**src/rtl/fir_tap_sequencer_pkg.sv**
```systemverilog
// Shared FIR constants and the tap-sequencer state encoding.
package fir_tap_sequencer_pkg;
  localparam int FIR_TAPS    = 10;
  localparam int FIR_DATA_W  = 3;
  localparam int FIR_COEFF_W = 16;
  localparam int FIR_CNT_W   = 4;

  typedef enum logic [1:0] {
    IDLE  = 2'd0,
    RUN   = 2'd1,
    DRAIN = 2'd2,
    DONE  = 2'd3
  } state_t;
endpackage

```
**src/rtl/fir_tap_sequencer_if.sv**
```systemverilog
// Sample-in, coefficient SRAM read port and multiplier-side bundle of the tap sequencer.
// master = sequencer side, slave = environment (sample source, SRAM, multiplier).
interface fir_tap_sequencer_if
  import fir_tap_sequencer_pkg::*;
#(
  parameter int DATA_W  = FIR_DATA_W,
  parameter int COEFF_W = FIR_COEFF_W,
  parameter int ADDR_W  = 4
);
  logic                      iEnSample;
  logic signed [DATA_W-1:0]  iFirIn;
  logic                      oReady;
  logic                      oCsnRam;
  logic [ADDR_W-1:0]         oAddrRam;
  logic signed [COEFF_W-1:0] iRdDtRam;
  logic                      oEnMul;
  logic signed [COEFF_W-1:0] oCoeff;
  logic signed [DATA_W-1:0]  oDelay_0, oDelay_1, oDelay_2, oDelay_3, oDelay_4;
  logic signed [DATA_W-1:0]  oDelay_5, oDelay_6, oDelay_7, oDelay_8, oDelay_9;
  logic                      oDone;
  logic                      oOvf;

  modport master (
    input  iEnSample, iFirIn, iRdDtRam,
    output oReady, oCsnRam, oAddrRam, oEnMul, oCoeff, oDone, oOvf,
    output oDelay_0, oDelay_1, oDelay_2, oDelay_3, oDelay_4,
    output oDelay_5, oDelay_6, oDelay_7, oDelay_8, oDelay_9
  );

  modport slave (
    output iEnSample, iFirIn, iRdDtRam,
    input  oReady, oCsnRam, oAddrRam, oEnMul, oCoeff, oDone, oOvf,
    input  oDelay_0, oDelay_1, oDelay_2, oDelay_3, oDelay_4,
    input  oDelay_5, oDelay_6, oDelay_7, oDelay_8, oDelay_9
  );
endinterface

```
**src/rtl/fir_tap_sequencer_delay.sv**
```systemverilog
// 10-tap sample delay line; taps[0] is the newest sample, shifts only on shift_en.
// Zero latency to taps after the shifting edge; no backpressure.
module fir_delay_line
  import fir_tap_sequencer_pkg::*;
#(
  parameter int DATA_W = FIR_DATA_W,
  parameter int TAPS   = FIR_TAPS
) (
  input  logic                         iClk12M,
  input  logic                         iRsn,
  input  logic                         shift_en,
  input  logic [DATA_W-1:0]            din,
  output logic [TAPS-1:0][DATA_W-1:0]  taps
);
  always_ff @(posedge iClk12M or posedge iRsn) begin
    if (iRsn) begin
      taps <= '0;
    end else if (shift_en) begin
      taps <= {taps[TAPS-2:0], din};
    end
  end
endmodule

```
**src/rtl/fir_tap_sequencer.sv**
```systemverilog
// Accepts a sample, reads 10 coefficients and issues 10 contiguous multiply-enable pulses.
// oDone 13 cycles after accept, oReady again at 14; samples arriving while busy are dropped and flagged in oOvf.
module fir_tap_sequencer
  import fir_tap_sequencer_pkg::*;
#(
  parameter int DATA_W     = FIR_DATA_W,
  parameter int COEFF_W    = FIR_COEFF_W,
  parameter int ADDR_W     = 4,
  parameter int COEFF_BASE = 0
) (
  input  logic                 iClk12M,
  input  logic                 iRsn,
  fir_tap_sequencer_if.master  bus
);
  state_t                     state_q, state_nxt;
  logic [FIR_CNT_W-1:0]       cnt_q, cnt_nxt;
  logic                       csn_q, csn_nxt;
  logic [ADDR_W-1:0]          addr_q, addr_nxt;
  logic                       shift_en;
  logic                       rd_pend_q;
  logic                       en_mul_q;
  logic [COEFF_W-1:0]         coeff_q;
  logic                       ovf_q;
  logic [FIR_TAPS-1:0][DATA_W-1:0] taps;

  always_ff @(posedge iClk12M or posedge iRsn) begin
    if (iRsn) begin
      state_q <= IDLE;
      cnt_q   <= '0;
      csn_q   <= 1'b1;
      addr_q  <= '0;
    end else begin
      state_q <= state_nxt;
      cnt_q   <= cnt_nxt;
      csn_q   <= csn_nxt;
      addr_q  <= addr_nxt;
    end
  end

  // The read port is registered, so the first read is launched on the accept edge itself.
  always_comb begin
    state_nxt = state_q;
    cnt_nxt   = cnt_q;
    csn_nxt   = 1'b1;
    shift_en  = 1'b0;
    case (state_q)
      IDLE: begin
        if (bus.iEnSample) begin
          state_nxt = RUN;
          cnt_nxt   = '0;
          csn_nxt   = 1'b0;
          shift_en  = 1'b1;
        end
      end
      RUN: begin
        if (cnt_q == FIR_CNT_W'(FIR_TAPS - 1)) begin
          state_nxt = DRAIN;
          cnt_nxt   = '0;
        end else begin
          cnt_nxt = cnt_q + 1'b1;
          csn_nxt = 1'b0;
        end
      end
      DRAIN: begin
        if (cnt_q == FIR_CNT_W'(1)) begin
          state_nxt = DONE;
          cnt_nxt   = '0;
        end else begin
          cnt_nxt = cnt_q + 1'b1;
        end
      end
      DONE:    state_nxt = IDLE;
      default: state_nxt = IDLE;
    endcase
    addr_nxt = csn_nxt ? addr_q : ADDR_W'(COEFF_BASE) + ADDR_W'(cnt_nxt);
  end

  // SRAM data lands one cycle after the address; one more register aligns it with oEnMul.
  always_ff @(posedge iClk12M or posedge iRsn) begin
    if (iRsn) begin
      rd_pend_q <= 1'b0;
      en_mul_q  <= 1'b0;
      coeff_q   <= '0;
      ovf_q     <= 1'b0;
    end else begin
      rd_pend_q <= ~csn_q;
      en_mul_q  <= rd_pend_q;
      if (rd_pend_q) coeff_q <= bus.iRdDtRam;
      if (bus.iEnSample && (state_q != IDLE)) ovf_q <= 1'b1;
    end
  end

  fir_delay_line #(.DATA_W(DATA_W), .TAPS(FIR_TAPS)) u_delay (
    .iClk12M  (iClk12M),
    .iRsn     (iRsn),
    .shift_en (shift_en),
    .din      (bus.iFirIn),
    .taps     (taps)
  );

  assign bus.oReady   = (state_q == IDLE);
  assign bus.oDone    = (state_q == DONE);
  assign bus.oCsnRam  = csn_q;
  assign bus.oAddrRam = addr_q;
  assign bus.oEnMul   = en_mul_q;
  assign bus.oCoeff   = coeff_q;
  assign bus.oOvf     = ovf_q;
  assign bus.oDelay_0 = taps[0];
  assign bus.oDelay_1 = taps[1];
  assign bus.oDelay_2 = taps[2];
  assign bus.oDelay_3 = taps[3];
  assign bus.oDelay_4 = taps[4];
  assign bus.oDelay_5 = taps[5];
  assign bus.oDelay_6 = taps[6];
  assign bus.oDelay_7 = taps[7];
  assign bus.oDelay_8 = taps[8];
  assign bus.oDelay_9 = taps[9];
endmodule

```
**src/flat_wrapper.sv**
```systemverilog
// flat-port wrapper written by rule: the top's interface ports become plain ports
module fir_tap_sequencer_flat import fir_tap_sequencer_pkg::*;
#(
  parameter int DATA_W     = FIR_DATA_W,
  parameter int COEFF_W    = FIR_COEFF_W,
  parameter int ADDR_W     = 4,
  parameter int COEFF_BASE = 0
)
  (iClk12M, iRsn, bus_iEnSample, bus_iFirIn, bus_iRdDtRam, bus_oReady, bus_oCsnRam, bus_oAddrRam, bus_oEnMul, bus_oCoeff, bus_oDone, bus_oOvf, bus_oDelay_0, bus_oDelay_1, bus_oDelay_2, bus_oDelay_3, bus_oDelay_4, bus_oDelay_5, bus_oDelay_6, bus_oDelay_7, bus_oDelay_8, bus_oDelay_9);
  fir_tap_sequencer_if #(.DATA_W(DATA_W), .COEFF_W(COEFF_W), .ADDR_W(ADDR_W)) bus_i ();
  input  logic iClk12M;
  input  logic iRsn;
  input wire logic [$bits(bus_i.iEnSample)-1:0] bus_iEnSample;
  input wire logic [$bits(bus_i.iFirIn)-1:0] bus_iFirIn;
  input wire logic [$bits(bus_i.iRdDtRam)-1:0] bus_iRdDtRam;
  output wire logic [$bits(bus_i.oReady)-1:0] bus_oReady;
  output wire logic [$bits(bus_i.oCsnRam)-1:0] bus_oCsnRam;
  output wire logic [$bits(bus_i.oAddrRam)-1:0] bus_oAddrRam;
  output wire logic [$bits(bus_i.oEnMul)-1:0] bus_oEnMul;
  output wire logic [$bits(bus_i.oCoeff)-1:0] bus_oCoeff;
  output wire logic [$bits(bus_i.oDone)-1:0] bus_oDone;
  output wire logic [$bits(bus_i.oOvf)-1:0] bus_oOvf;
  output wire logic [$bits(bus_i.oDelay_0)-1:0] bus_oDelay_0;
  output wire logic [$bits(bus_i.oDelay_1)-1:0] bus_oDelay_1;
  output wire logic [$bits(bus_i.oDelay_2)-1:0] bus_oDelay_2;
  output wire logic [$bits(bus_i.oDelay_3)-1:0] bus_oDelay_3;
  output wire logic [$bits(bus_i.oDelay_4)-1:0] bus_oDelay_4;
  output wire logic [$bits(bus_i.oDelay_5)-1:0] bus_oDelay_5;
  output wire logic [$bits(bus_i.oDelay_6)-1:0] bus_oDelay_6;
  output wire logic [$bits(bus_i.oDelay_7)-1:0] bus_oDelay_7;
  output wire logic [$bits(bus_i.oDelay_8)-1:0] bus_oDelay_8;
  output wire logic [$bits(bus_i.oDelay_9)-1:0] bus_oDelay_9;
  assign bus_i.iEnSample = bus_iEnSample;
  assign bus_i.iFirIn = bus_iFirIn;
  assign bus_i.iRdDtRam = bus_iRdDtRam;
  assign bus_oReady = bus_i.oReady;
  assign bus_oCsnRam = bus_i.oCsnRam;
  assign bus_oAddrRam = bus_i.oAddrRam;
  assign bus_oEnMul = bus_i.oEnMul;
  assign bus_oCoeff = bus_i.oCoeff;
  assign bus_oDone = bus_i.oDone;
  assign bus_oOvf = bus_i.oOvf;
  assign bus_oDelay_0 = bus_i.oDelay_0;
  assign bus_oDelay_1 = bus_i.oDelay_1;
  assign bus_oDelay_2 = bus_i.oDelay_2;
  assign bus_oDelay_3 = bus_i.oDelay_3;
  assign bus_oDelay_4 = bus_i.oDelay_4;
  assign bus_oDelay_5 = bus_i.oDelay_5;
  assign bus_oDelay_6 = bus_i.oDelay_6;
  assign bus_oDelay_7 = bus_i.oDelay_7;
  assign bus_oDelay_8 = bus_i.oDelay_8;
  assign bus_oDelay_9 = bus_i.oDelay_9;
  fir_tap_sequencer #(.DATA_W(DATA_W), .COEFF_W(COEFF_W), .ADDR_W(ADDR_W), .COEFF_BASE(COEFF_BASE)) u_core (.iClk12M(iClk12M), .iRsn(iRsn), .bus(bus_i));
endmodule
```
**config.mk**
```make
export PLATFORM = sky130hd
export DESIGN_NAME = fir_tap_sequencer_flat
export DESIGN_NICKNAME = d
export VERILOG_FILES = /design/src/rtl/fir_tap_sequencer_pkg.sv /design/src/rtl/fir_tap_sequencer_if.sv /design/src/rtl/fir_tap_sequencer_delay.sv /design/src/rtl/fir_tap_sequencer.sv /design/src/flat_wrapper.sv
export SDC_FILE = /design/constraint.sdc
export NUM_CORES = 1
export LEC_CHECK = 0
export BUFFER_PORTS_ARGS = -buffer_cell sky130_fd_sc_hd__buf_2
export CORE_MARGIN = 2
export CORE_UTILIZATION = 45
export DETAILED_ROUTE_END_ITERATION = 7
export HOLD_SLACK_MARGIN = 0.12
export PLACE_DENSITY = 0.72
export SLEW_MARGIN = 10
export SYNTH_ARGS = -nofsm -noshare
export SYNTH_HDL_FRONTEND = slang
export SYNTH_SLANG_ARGS = --single-unit
```
**constraint.sdc**
```tcl
create_clock -name iClk12M -period 2.8 [get_ports iClk12M]
set_clock_uncertainty 0.1 [all_clocks]
set_input_delay 0.84 -clock iClk12M [delete_from_list [all_inputs] [get_ports iClk12M]]
set_output_delay 0.84 -clock iClk12M [all_outputs]
set_load 0.02 [all_outputs]
```
==> impl_metrics.ini <==
[setup_path]
arrival_ns = 1.27
critical_path_buf_inv_count = 2
required_ns = 1.86
crit_fanout = 6
worstSetupEndpointType = output port
worst_setup_path_start_kind = flop
cpPeakStageDelay_ns = 0.42
path_delay_family = flip-flops
slowest_stage = dfrtp_1
crit_chain = inv_1, ha_1, buf_2
path_class = reg -> out

[run_status]
outcome = complete, no violations

[synth]
ys_types = 28
ys_ff_latch = 60
ys_seq_area_share_pct = 61.78
synth_area_leaders = dfrtp_1, mux2_2, mux2_1
synthMuxAreaShare_pct = 24.02
synth_area_per_cell_um2 = 15.39
synthSimpleGateAreaFrac_pct = 3.961
yosysWarningCount = 0
synthAdderAreaFrac_pct = 3.086
synth_cells = 158
synth_edf_count = 0
synthFlopType = dfrtp_1
yosysTopAreaCell = dfrtp_1
synth_xor_area_share_pct = 0
syn_area_um2 = 2432
postSynthNetCount = 186
synth_top_area_share_pct = 60.70
synthArstFlopShare_pct = 100.0
synth_compound_area_share_pct = 4.938
synth_top_family_by_area = multiplexers

[global_route]
grt_pass1_vias = 1505
grt_usage_pct = 15.12
grt_pass1_wl_mm = 7.107
grt_max_degree = 31
grt_overflow = 0
antenna_found_initial = 0

[timing]
relSlewSlack_pct = 58.00
fin_crit_ns = 2.205
totalNegativeSetupSlack_ns = 0
rsz0062_at_grt = false
fin_crit_sh_pct = 78.76
drv_slew = 0
final_hold_viol_count = 0
setup_viol = 0
fin_ws_ns = 0.5948
fmax_mhz = 453.5
worst_pin_slew_ns = 0.6300

[die]
die_area_um2 = 6009
initial_core_util_pct = 47.02
core_area_um2 = 5172
die_h_um = 77.52
io_pins = 77
rows = 26
die_w_um = 77.52

[drt]
drtIter0Drc = 15
ant_nets = 0
drt-pass1-iter-count = 4
drc = 0
vias_per_cell = 4.739
wire_per_inst_um = 12.97
wirelength_mm = 4.123
num_vias = 1507

[cells_and_area]
drive_above_1_share_pct = 56.85
layout.nets = 271
num_antenna_cells = 0
fin_util_pct = 59.46
syn2layout_area_growth_pct = 26.44
design_area_um2 = 3075

[placed_design]
io_buffer_count = 76
place_ws_ns = 0.6903
placed_area_um2 = 2903
hpwl_mm = 2.994
place.gp.congestion = 0.7729

[clock_tree]
clock_sinks = 60
clk_pin_slew_worst_paths_ns = 0.06
cts_hold_buf = 0
cts_setup_buffers = 0
tritoncts = done
h-tree-depth = 3
cts-buffers-inserted = 9
clkLatencyLatePin_ns = 0.32
cts_resized = 0
clockRootBuffer = clkbuf_8
clk_path_buf_depth = 2

[run]
cap_viol_max_count = 0

[pwr]
p_per_area_nw_per_um2 = 1296
leakagePower_uw = 0.001535
peakVddDrop_uv = 736.5
fin_total_pwr_uw = 3985

[worst_hold_path]
hold_path_class = reg -> reg
state kept, by name, indices dropped and copies added (netlist names):
register             count
u_core.bus.oAddrRam      4
u_core.bus.oCoeff       16
u_core.bus.oCsnRam       1
u_core.bus.oEnMul        1
u_core.bus.oOvf          1
u_core.cnt_q             4
u_core.rd_pend_q         1
u_core.state_q           2
u_core.u_delay.taps     30
metal layers:
metal	vias up	part of all wire (%)	global-route usage (%)
met5	-	0	0
met4	0	1.2	7.500
met3	6	8.6	4.651
met2	61	43	22.17
met1	704	47	20.45
li1	736	-	-
path summary, 6_finish.rpt:
| check | slack, ns | endpoint | start | cells past startpoint |
|---|---|---|---|---|
| worst min-delay path | 0.33 | u_core.rd_pend_q$_DFF_PP0_ | u_core.bus.oCsnRam$_DFF_PP1_ | 1 |
| worst min register to register | 0.33 | u_core.rd_pend_q$_DFF_PP0_ | u_core.bus.oCsnRam$_DFF_PP1_ | 1 |
| worst max register to register | 0.79 | u_core.bus.oAddrRam[3]$_DFFE_PP0N_ | u_core.state_q[0]$_DFFE_PP0P_ | 5 |
| worst max-delay path | 0.59 | bus_oReady | u_core.state_q[0]$_DFFE_PP0P_ | 3 |
| max in group asynchronous | 1.53 | u_core.bus.oCoeff[8]$_DFFE_PP0P_ | iRsn | 3 |
| min in group asynchronous | 0.41 | u_core.bus.oAddrRam[1]$_DFFE_PP0N_ | iRsn | 2 |
worst register-to-register path: cells and delay by family (launching register included):
kind                     cells  cell delay [ns]
adder cells (fa/ha/maj)      1             0.26
AND/OR/NAND/NOR              1             0.22
buffers and inverters        1             0.08
flip-flops                   1             0.40
AO/OA/AOI/OAI                1             0.45
multiplexers                 1             0.38
cell usage after synthesis (2+ instances only):
library cell  number
dfrtp_1           59
mux2_2            37
mux2_1            10
inv_1              9
ha_1               6
clkbuf_1           4
o21ai_0            4
mux2_4             3
nand2_1            3
nand3_1            2
nor2_1             2
nor2b_1            2
o21ai_2            2
metrics by stage:
stage	cells	hold slack, ns
after floorplan	158	0.2519
after CTS	318	0.3337
after global placement	302	0.3165
after detailed placement	302	0.3185
final	318	0.3312
after global routing	318	0.3369
layout by cell type, fill, tap and decap left out, types with 2 or more instances in the layout:
master / synthesis / routed
clkinv_2: 0 / 2
nand2_1: 3 / 3
buf_4: 0 / 3
clkbuf_8: 0 / 11
mux2_4: 3 / 3
nor2b_1: 2 / 2
dfrtp_1: 59 / 59
o21ai_2: 2 / 2
mux2_1: 10 / 10
buf_2: 1 / 76
ha_1: 6 / 6
inv_1: 9 / 8
o21ai_0: 4 / 4
nor2_1: 2 / 2
mux2_2: 37 / 37
clkbuf_1: 4 / 3
nand3_1: 2 / 2
cell type report:
type,instances,area (µm²)
clock buffer,14,162.7
clock inverter,2,10.01
fill,419,2097
inverter,9,33.78
multi-input combinational,84,875.8
sequential,60,1503
tap,70,87.58
timing repair buffer,79,402.9
where the power goes:
group | internal (µW) | switching (µW) | leakage, µW
sequential | 1270 | 268 | 0.000733
combinational | 798 | 984 | 0.000711
clock | 368 | 298 | 0.0000905
logic make-up (layout without fill, tap and decap cells):
logic type / after synthesis / count (layout)
fa+ha+maj: 6 / 6
buf+inv: 14 / 104
simple gates: 13 / 13
flops: 60 / 60
compound gates: 14 / 14
mux: 51 / 51
Power figures use the tool's default switching activity.
